**src/rtl/memory_bus_pkg.sv**
```systemverilog
// rtl/memory_bus_pkg.sv - shared states, region codes, I/O offsets and lane masks for memory_bus
package memory_bus_pkg;

  typedef enum logic [2:0] {
    IDLE,
    MEM_READ_WAIT,
    MEM_READ_LATCH,
    MEM_WRITE,
    IO_ACCESS,
    DONE
  } bus_state_t;

  typedef enum logic [1:0] {
    REGION_MEM,
    REGION_IO,
    REGION_NONE
  } region_t;

  localparam logic [7:0] IO_PORT_OUT = 8'h00;
  localparam logic [7:0] IO_PORT_IN  = 8'h02;

  // Active-low lane masks: bit0 guards the low byte, bit1 the high byte
  localparam logic [1:0] MASK_WORD = 2'b00;
  localparam logic [1:0] MASK_LOW  = 2'b10;
  localparam logic [1:0] MASK_HIGH = 2'b01;
  localparam logic [1:0] MASK_NONE = 2'b11;

  function automatic logic [1:0] lane_mask(input logic is_byte, input logic odd);
    if (!is_byte) return MASK_WORD;
    return odd ? MASK_HIGH : MASK_LOW;
  endfunction

endpackage

```
**src/rtl/memory_bus_io.sv**
```systemverilog
// rtl/memory_bus_io.sv - I/O page registers (LED output port) and I/O read mux
module memory_bus_io
  import memory_bus_pkg::*;
(
  input  logic        clk,
  input  logic        reset,
  input  logic        wr_en,
  input  logic [7:0]  offset,
  input  logic [7:0]  wdata,
  input  logic [7:0]  port_in,
  output logic [7:0]  port_out,
  output logic [15:0] rdata
);

  always_ff @(posedge clk or negedge reset) begin
    if (!reset) begin
      port_out <= 8'h00;
    end else if (wr_en && offset == IO_PORT_OUT) begin
      port_out <= wdata;
    end
  end

  always_comb begin
    rdata = 16'h0000;
    case (offset)
      IO_PORT_OUT: rdata = {8'h00, port_out};
      IO_PORT_IN:  rdata = {8'h00, port_in};
      default:     rdata = 16'h0000;
    endcase
  end

endmodule

```
**src/rtl/memory_bus.sv**
```systemverilog
// rtl/memory_bus.sv - CPU-to-memory/I-O bus controller FSM with byte lane handling
// Optional MEMORY_BUS_ERROR_EN: fault odd word and unmapped accesses via bus_error.
module memory_bus
  import memory_bus_pkg::*;
#(
  parameter logic [15:0] MEM_TOP = 16'h1000,
  parameter logic [15:0] IO_BASE = 16'hff00
) (
  input  logic        clk,
  input  logic        reset,
  input  logic [15:0] bus_address,
  input  logic [15:0] bus_data_in,
  output logic [15:0] bus_data_out,
  input  logic        bus_write,
  input  logic        bus_byte,
  input  logic        bus_start,
  output logic        bus_ready,
  output logic        bus_error,
  output logic [11:0] mem_address,
  output logic [15:0] mem_data_out,
  input  logic [15:0] mem_data_in,
  output logic [1:0]  mem_write_mask,
  output logic        mem_write_enable,
  output logic [7:0]  ioport_out,
  input  logic [7:0]  ioport_in
);

  bus_state_t  state;
  region_t     region_q;
  region_t     region_d;
  logic [7:0]  addr_q;
  logic [15:0] wdata_q;
  logic        write_q;
  logic        byte_q;
  logic        fault_q;
  logic        fault_d;
  logic [15:0] start_addr;
  logic [15:0] io_rdata;
  logic        io_wr_en;

  always_comb begin
    region_d = REGION_NONE;
    if (bus_address < MEM_TOP) begin
      region_d = REGION_MEM;
    end else if (bus_address[15:8] == IO_BASE[15:8]) begin
      region_d = REGION_IO;
    end
  end

`ifdef MEMORY_BUS_ERROR_EN
  assign fault_d = (!bus_byte && bus_address[0]) || (region_d == REGION_NONE);
`else
  assign fault_d = 1'b0;
`endif

  // Word accesses are forced even; a faulted access never reaches memory anyway
  assign start_addr = bus_byte ? bus_address : {bus_address[15:1], 1'b0};
  assign io_wr_en   = (state == IO_ACCESS) && write_q && !fault_q && (region_q == REGION_IO);

  memory_bus_io u_io (
    .clk      (clk),
    .reset    (reset),
    .wr_en    (io_wr_en),
    .offset   (addr_q),
    .wdata    (wdata_q[7:0]),
    .port_in  (ioport_in),
    .port_out (ioport_out),
    .rdata    (io_rdata)
  );

  always_ff @(posedge clk or negedge reset) begin
    if (!reset) begin
      state            <= IDLE;
      region_q         <= REGION_NONE;
      addr_q           <= 8'h00;
      wdata_q          <= 16'h0000;
      write_q          <= 1'b0;
      byte_q           <= 1'b0;
      fault_q          <= 1'b0;
      bus_data_out     <= 16'h0000;
      bus_ready        <= 1'b0;
      bus_error        <= 1'b0;
      mem_address      <= 12'h000;
      mem_data_out     <= 16'h0000;
      mem_write_mask   <= MASK_NONE;
      mem_write_enable <= 1'b0;
    end else begin
      case (state)
        IDLE: begin
          if (bus_start) begin
            region_q    <= region_d;
            addr_q      <= start_addr[7:0];
            wdata_q     <= bus_data_in;
            write_q     <= bus_write;
            byte_q      <= bus_byte;
            fault_q     <= fault_d;
            mem_address <= start_addr[11:0];
            if (fault_d || region_d != REGION_MEM) begin
              state <= IO_ACCESS;
            end else if (bus_write) begin
              state            <= MEM_WRITE;
              mem_write_enable <= 1'b1;
              mem_write_mask   <= lane_mask(bus_byte, bus_address[0]);
              mem_data_out     <= bus_byte ? {2{bus_data_in[7:0]}} : bus_data_in;
            end else begin
              state <= MEM_READ_WAIT;
            end
          end
        end
        MEM_READ_WAIT: state <= MEM_READ_LATCH;
        MEM_READ_LATCH: begin
          if (byte_q) begin
            bus_data_out <= {8'h00, addr_q[0] ? mem_data_in[15:8] : mem_data_in[7:0]};
          end else begin
            bus_data_out <= mem_data_in;
          end
          bus_ready <= 1'b1;
          state     <= DONE;
        end
        MEM_WRITE: begin
          mem_write_enable <= 1'b0;
          mem_write_mask   <= MASK_NONE;
          bus_ready        <= 1'b1;
          state            <= DONE;
        end
        IO_ACCESS: begin
          if (!write_q && !fault_q) begin
            bus_data_out <= (region_q == REGION_IO) ? io_rdata : 16'h0000;
          end
          bus_ready <= 1'b1;
          bus_error <= fault_q;
          state     <= DONE;
        end
        DONE: begin
          bus_ready <= 1'b0;
          bus_error <= 1'b0;
          state     <= IDLE;
        end
        default: state <= IDLE;
      endcase
    end
  end

endmodule

```
**config.mk**
```make
export PLATFORM = sky130hd
export DESIGN_NAME = memory_bus
export DESIGN_NICKNAME = d
export VERILOG_FILES = /design/src/rtl/memory_bus_pkg.sv /design/src/rtl/memory_bus_io.sv /design/src/rtl/memory_bus.sv
export SDC_FILE = /design/constraint.sdc
export NUM_CORES = 1
export LEC_CHECK = 0
export CORE_ASPECT_RATIO = 1.5
export CORE_MARGIN = 4
export CORE_UTILIZATION = 26
export DETAILED_ROUTE_END_ITERATION = 16
export HOLD_SLACK_MARGIN = 0.06
export PLACE_DENSITY_LB_ADDON = 0.12
export SLEW_MARGIN = 5
export SYNTH_ARGS = -nofsm -noshare
export SYNTH_HDL_FRONTEND = slang
export SYNTH_SLANG_ARGS = --single-unit
```
**constraint.sdc**
```tcl
create_clock -name clk -period 2.11 [get_ports clk]
set_input_delay 0.5275 -clock clk [delete_from_list [all_inputs] [get_ports clk]]
set_output_delay 0.5275 -clock clk [all_outputs]
set_load 0.005 [all_outputs]
```
After elaboration in Yosys (flattened, before gate mapping)
Cells that the tools add are included.
{"block": "word_totals", "ff_bits": 80, "inputBits": 61, "output_inout_bits": 57, "elab_cells": 77}
{"block": "classes", "n_lt_le_gt_ge": 1, "n_eq_ne": 12, "mux": 32, "bitwise": 1, "n_reduce_logical": 17}
{"op": "$mux W16", "count": 4}
{"op": "$pmux W16 S2", "count": 1}
{"op": "$mux W2", "count": 9}
{"op": "$lt A16 B13 Y1 const B", "count": 1}
{"op": "$pmux W8 S2", "count": 1}
{"op": "$mux W1", "count": 10}
{"op": "$reduce_bool A2 Y1", "count": 5}
{"op": "$pmux W3 S3", "count": 1}
{"op": "$eq A8 B2 Y1 const B", "count": 1}
{"op": "$eq A8 B8 Y1 const B", "count": 1}
{"op": "$logic_not A8 Y1", "count": 1}
{"op": "$mux W8", "count": 1}
{"op": "$reduce_and A4 Y1", "count": 2}
{"op": "$eq A3 B2 Y1 const B", "count": 2}
{"op": "$eq A3 B3 Y1 const B", "count": 2}
{"op": "$mux W3", "count": 2}
{"op": "$ne A2 B2 Y1 const B", "count": 3}
{"op": "$pmux W1 S2", "count": 2}
{"op": "$pmux W2 S2", "count": 1}
{"op": "$reduce_and A2 Y1", "count": 2}
{"op": "$eq A3 B1 Y1 const B", "count": 1}
{"op": "$logic_and A1 B1 Y1", "count": 3}
{"op": "$logic_not A3 Y1", "count": 1}
{"op": "$reduce_or A3 Y1", "count": 1}
{"op": "other kinds (5)", "count": 5}

Longest topological paths before layout
Gate-level depths: netlist of run 1.
{"block": "logic_depth", "depth_word": 12, "ltp_mapped": 7, "mapped_depth_nobuf": 4}

Modules after synthesis
From an unflattened synthesis of run 1, not the netlist that was laid out.
{"block": "hier_totals", "hier_cells": 293, "area_unflattened_um2": 3554.7}
{"mod": "memory_bus", "instances": 1, "cells_per_inst": 247, "area_each_um2": 3031.7, "seq_area_each_um2": 1580.3}
{"mod": "memory_bus_io", "instances": 1, "cells_per_inst": 46, "area_each_um2": 523.0, "seq_area_each_um2": 200.2}

Least setup slack after synthesis of run 1
OpenSTA, ideal clock, no wires.
{"block": "synth_timing", "path_type": "register -> register", "from": "register, netlist name mem_address[0]", "to": "register u_io.port_out[0]", "setup_time_ns": 0.127, "arrival_ns": 2.038, "t_required_ns": 1.983, "slack_ns": -0.055, "stages_incl_launch_ff": 6, "path_buffers": 1, "period_less_slack_ns": 2.165, "path_cell_list": "dfrtp_1 -> or4_1 -> nor4_4 -> and3b_1 -> buf_4 -> mux2_1"}
{"element": "end signal: assignment", "line": "memory_bus_io.sv:19", "rtl": "port_out <= wdata;"}
{"element": "end: declaration", "line": "memory_bus_io.sv:11", "rtl": "output logic [7:0] port_out,"}

==> impl_metrics.env, run 1 <==
export IMPL_cp_slowest_cell="or4_1"
export IMPL_gp_congestion=0.709
export IMPL_cts_setup_buffers=0
export IMPL_cts_resized=0
export IMPL_numCtsBuffers=9
export IMPL_area_delta_synth_final_pct=57.4
export IMPL_syn_inst=306
export IMPL_reg2reg_from="mem_address[4]$_DFFE_PN0P_"
export IMPL_regToRegSetupSlack_ns=0.17
export IMPL_cp_end_kind="flip-flop"
export IMPL_initial_core_util_pct=26.4
export IMPL_cts_hold_buf=0
export IMPL_viasPerCell=4.41
export IMPL_synth_common_cells="78 x nand2_1, 68 x dfrtp_1, 26 x mux2_2"
export IMPL_max_stage_delay_ns=0.56
export IMPL_portBuffers=116
export IMPL_dpl_cell_count=578
export IMPL_synth_compound_area_share_pct=8.92
export IMPL_path_class="reg2reg"
export IMPL_synth_distinct_cells=35
export IMPL_critical_path_depth=5
export IMPL_intPower_mw=4.38
export IMPL_antenna_found_initial=0
export IMPL_h_tree_depth=3
export IMPL_die_h_um=143
export IMPL_drcViolationCount=0
export IMPL_clock_fmax_ghz=0.515
export IMPL_async_reset_ff_share_pct=100
export IMPL_switching_share_pct=30.6
export IMPL_fin_nets=497
export IMPL_maxCapViolations=0
export IMPL_synthXorXnorAreaFrac_pct=0
export IMPL_wirelength_um=8790
export IMPL_yosys_most_used_dff="dfrtp_1"
export IMPL_final_cells=594
export IMPL_start_kind="flip-flop"
export IMPL_grt_pass1_vias=2679
export IMPL_ios=118
export IMPL_rows=49
export IMPL_status="complete, no violations"
export IMPL_critPathTopFamily="simple AND/OR/NAND/NOR gates"
export IMPL_die_w_um=98.0
export IMPL_rsz0062_at_grt="false"
export IMPL_fin_util_pct=41.5
export IMPL_tightest_slew_ns=0.858
export IMPL_synthSimpleGateAreaFrac_pct=16.1
export IMPL_synthesis_nets=367
export IMPL_cp_endpoint="u_io.port_out[0]$_DFFE_PN0P_"
export IMPL_p_seq_share_pct=34.2
export IMPL_finalHoldViolCount=0
export IMPL_combPwrFrac_pct=38.2
export IMPL_skew_ns=0.00481
export IMPL_grt_pass1_wl_um=14100
export IMPL_synth_top_cell_area_share_pct=53.9
export IMPL_dpl_hpwl_um=6760
export IMPL_power_switching_mw=1.93
export IMPL_cts_sinks=71
export IMPL_yosys_warnings=0
export IMPL_grt_max_degree=37
export IMPL_yosysMostFrequentCell="nand2_1"
export IMPL_path_cells="or4_1, nor4_4, and3b_1, buf_12, mux2_1"
export IMPL_synth_edf_count=0
export IMPL_vias=2621
export IMPL_synth_top_family_by_area="simple AND/OR/NAND/NOR gates"
export IMPL_clock_power_share_pct=27.6
export IMPL_cp_max_fo=8
export IMPL_root_buffer="clkbuf_16"
export IMPL_power_mw=6.32
export IMPL_syn_area_per_cell_um2=10.3
export IMPL_maxSlewHeadroom_pct=42.8
export IMPL_core_um2=12000
export IMPL_rr_endpoint="u_io.port_out[0]$_DFFE_PN0P_"
export IMPL_synth_fa_ha_area_share_pct=0
export IMPL_clockBufferDepth=2
export IMPL_worstPathRequired_ns=2.32
export IMPL_yosys_top_cells_area="dfrtp_1 54%, mux2_2 9.3%, nand2_1 9.3%"
export IMPL_irDropWorstVdd_v=0.000707
export IMPL_crit_start="mem_address[4]$_DFFE_PN0P_"
export IMPL_p_leak_nw=2.25
export IMPL_powerDensity_nw_per_um2=1270
export IMPL_dieArea_um2=14000
export IMPL_antenna_left=0
export IMPL_synth_area_mux_share_pct=14.7
export IMPL_drt_iter0_markers=52
export IMPL_clk_latency_ns=0.33
export IMPL_period_share_pct=92.1
export IMPL_ys_seq_area_share_pct=56.4
export IMPL_slew_viol_final=0
export IMPL_antenna_cells=0
export IMPL_cts_tree="yes"
export IMPL_clk_pin_slew_ns=0.06
export IMPL_crit_arrival_ns=2.15
export IMPL_dr_pass1_iters=6
export IMPL_synth_seq_cells=71
export IMPL_min_path_type="in2async"
export IMPL_grt_ovfl_total=0
export IMPL_hold_ws_ns=0.167
export IMPL_final_layout_size_suffix_gt1_share_pct=15.6
export IMPL_grt_usage_pct=12.8
export IMPL_netlist_area_um2=3160
export IMPL_synth_top_area_cell="dfrtp_1"
export IMPL_cp_buffers_inverters=1
export IMPL_finalCriticalPeriod_ns=1.94
export IMPL_setup_violations=0
export IMPL_wl_per_cell_um=14.8
export IMPL_rr_worst_depth=5
[cell type report]
class | count | area [um2]
tap | 153 | 191
clock inverter | 6 | 108
clock buffer | 10 | 239
fill | 1206 | 6990
timing repair buffer | 136 | 1330
inverter | 12 | 45.0
sequential | 71 | 1780
multi-input combinational | 206 | 1270
[how the worst min path moves through the flow]
stage | from | to | slack [ns]
floorplan | reset | bus_data_out[0]$_DFFE_PN0P_ | 0.23
global placement | wdata_q[2]$_DFFE_PN0P_ | wdata_q[2]$_DFFE_PN0P_ | 0.46
detailed placement | wdata_q[1]$_DFFE_PN0P_ | wdata_q[1]$_DFFE_PN0P_ | 0.47
CTS | reset | mem_address[6]$_DFFE_PN0P_ | 0.18
global route | reset | mem_address[6]$_DFFE_PN0P_ | 0.20
finish | reset | mem_write_enable$_DFFE_PN0P_ | 0.17
[sequential cells by signal, indices dropped and copies added (netlist names)]
register,count
u_io.port_out,8
mem_address,12
wdata_q,8
region_q,2
bus_data_out,16
mem_write_mask,2
mem_data_out,16
bus_ready,1
write_q,1
state,3
mem_write_enable,1
byte_q,1
[cell usage in the layout, fill, tap and decap left out, types with 2 or more instances in the layout]
| cell type | n |
|---|---|
| a21oi_1 | 14 |
| mux2_2 | 26 |
| mux2i_1 | 8 |
| clkinv_2 | 2 |
| nand4_1 | 3 |
| inv_1 | 12 |
| a22oi_1 | 8 |
| bufinv_16 | 3 |
| nand2b_1 | 2 |
| nand3_1 | 9 |
| or3b_1 | 2 |
| buf_4 | 19 |
| clkbuf_16 | 9 |
| nand2_1 | 78 |
| o21ai_1 | 15 |
| dfstp_2 | 3 |
| clkdlybuf4s50_1 | 115 |
| buf_12 | 2 |
| nor2_1 | 12 |
| o21ai_0 | 5 |
| mux2_1 | 8 |
| dfrtp_1 | 68 |
[cells by family (layout without fill, tap and decap cells)]
kind of cell,Yosys count,count (layout)
and+or+nand+nor,114,114
AOI/OAI and AO/OA,49,49
muxes,42,42
buffers and inverters,29,164
other,1,1
DFF,71,71
[stage by stage]
| step | worst slack (ns) | setup TNS [ns] | area, um2 |
|---|---|---|---|
| finish | 0.168 | 0 | 4970 |
| global route | 0.0599 | 0 | 4970 |
| CTS | 0.135 | 0 | 4970 |
| detailed placement | 0.0180 | 0 | 4620 |
| global placement | 0.0257 | 0 | 4620 |
| floorplan | -0.00941 | -0.0753 | 3170 |
[per-layer routing]
layer,part of all wire [%],wire length [um],GRT usage (%)
met2,51,4520,22.4
met5,0,0,0
met3,5.7,499,3.67
met1,42,3650,14.9
met4,1.4,124,4.60
[power by group through the flow]
stage,registers [mW],logic (mW),clock network [mW]
global placement,2.19,2.44,0
finish,2.16,2.41,1.75
floorplan,2.18,1.15,0
detailed placement,2.19,2.46,0
global route,2.24,2.69,1.86
CTS,2.17,2.47,1.80
Note: power is estimated with default switching activity, not from simulation.
==> run 2, diff against run 1 <==
--- a/config.mk
+++ b/config.mk
@@ -5,6 +5,7 @@
 export SDC_FILE = /design/constraint.sdc
 export NUM_CORES = 1
 export LEC_CHECK = 0
+export ABC_CLOCK_PERIOD_IN_PS = 2110
 export CORE_ASPECT_RATIO = 1.5
 export CORE_MARGIN = 4
 export CORE_UTILIZATION = 26
==> results of run 2 <==
No change in the layout: final DEF, timing and power equal those of run 1.
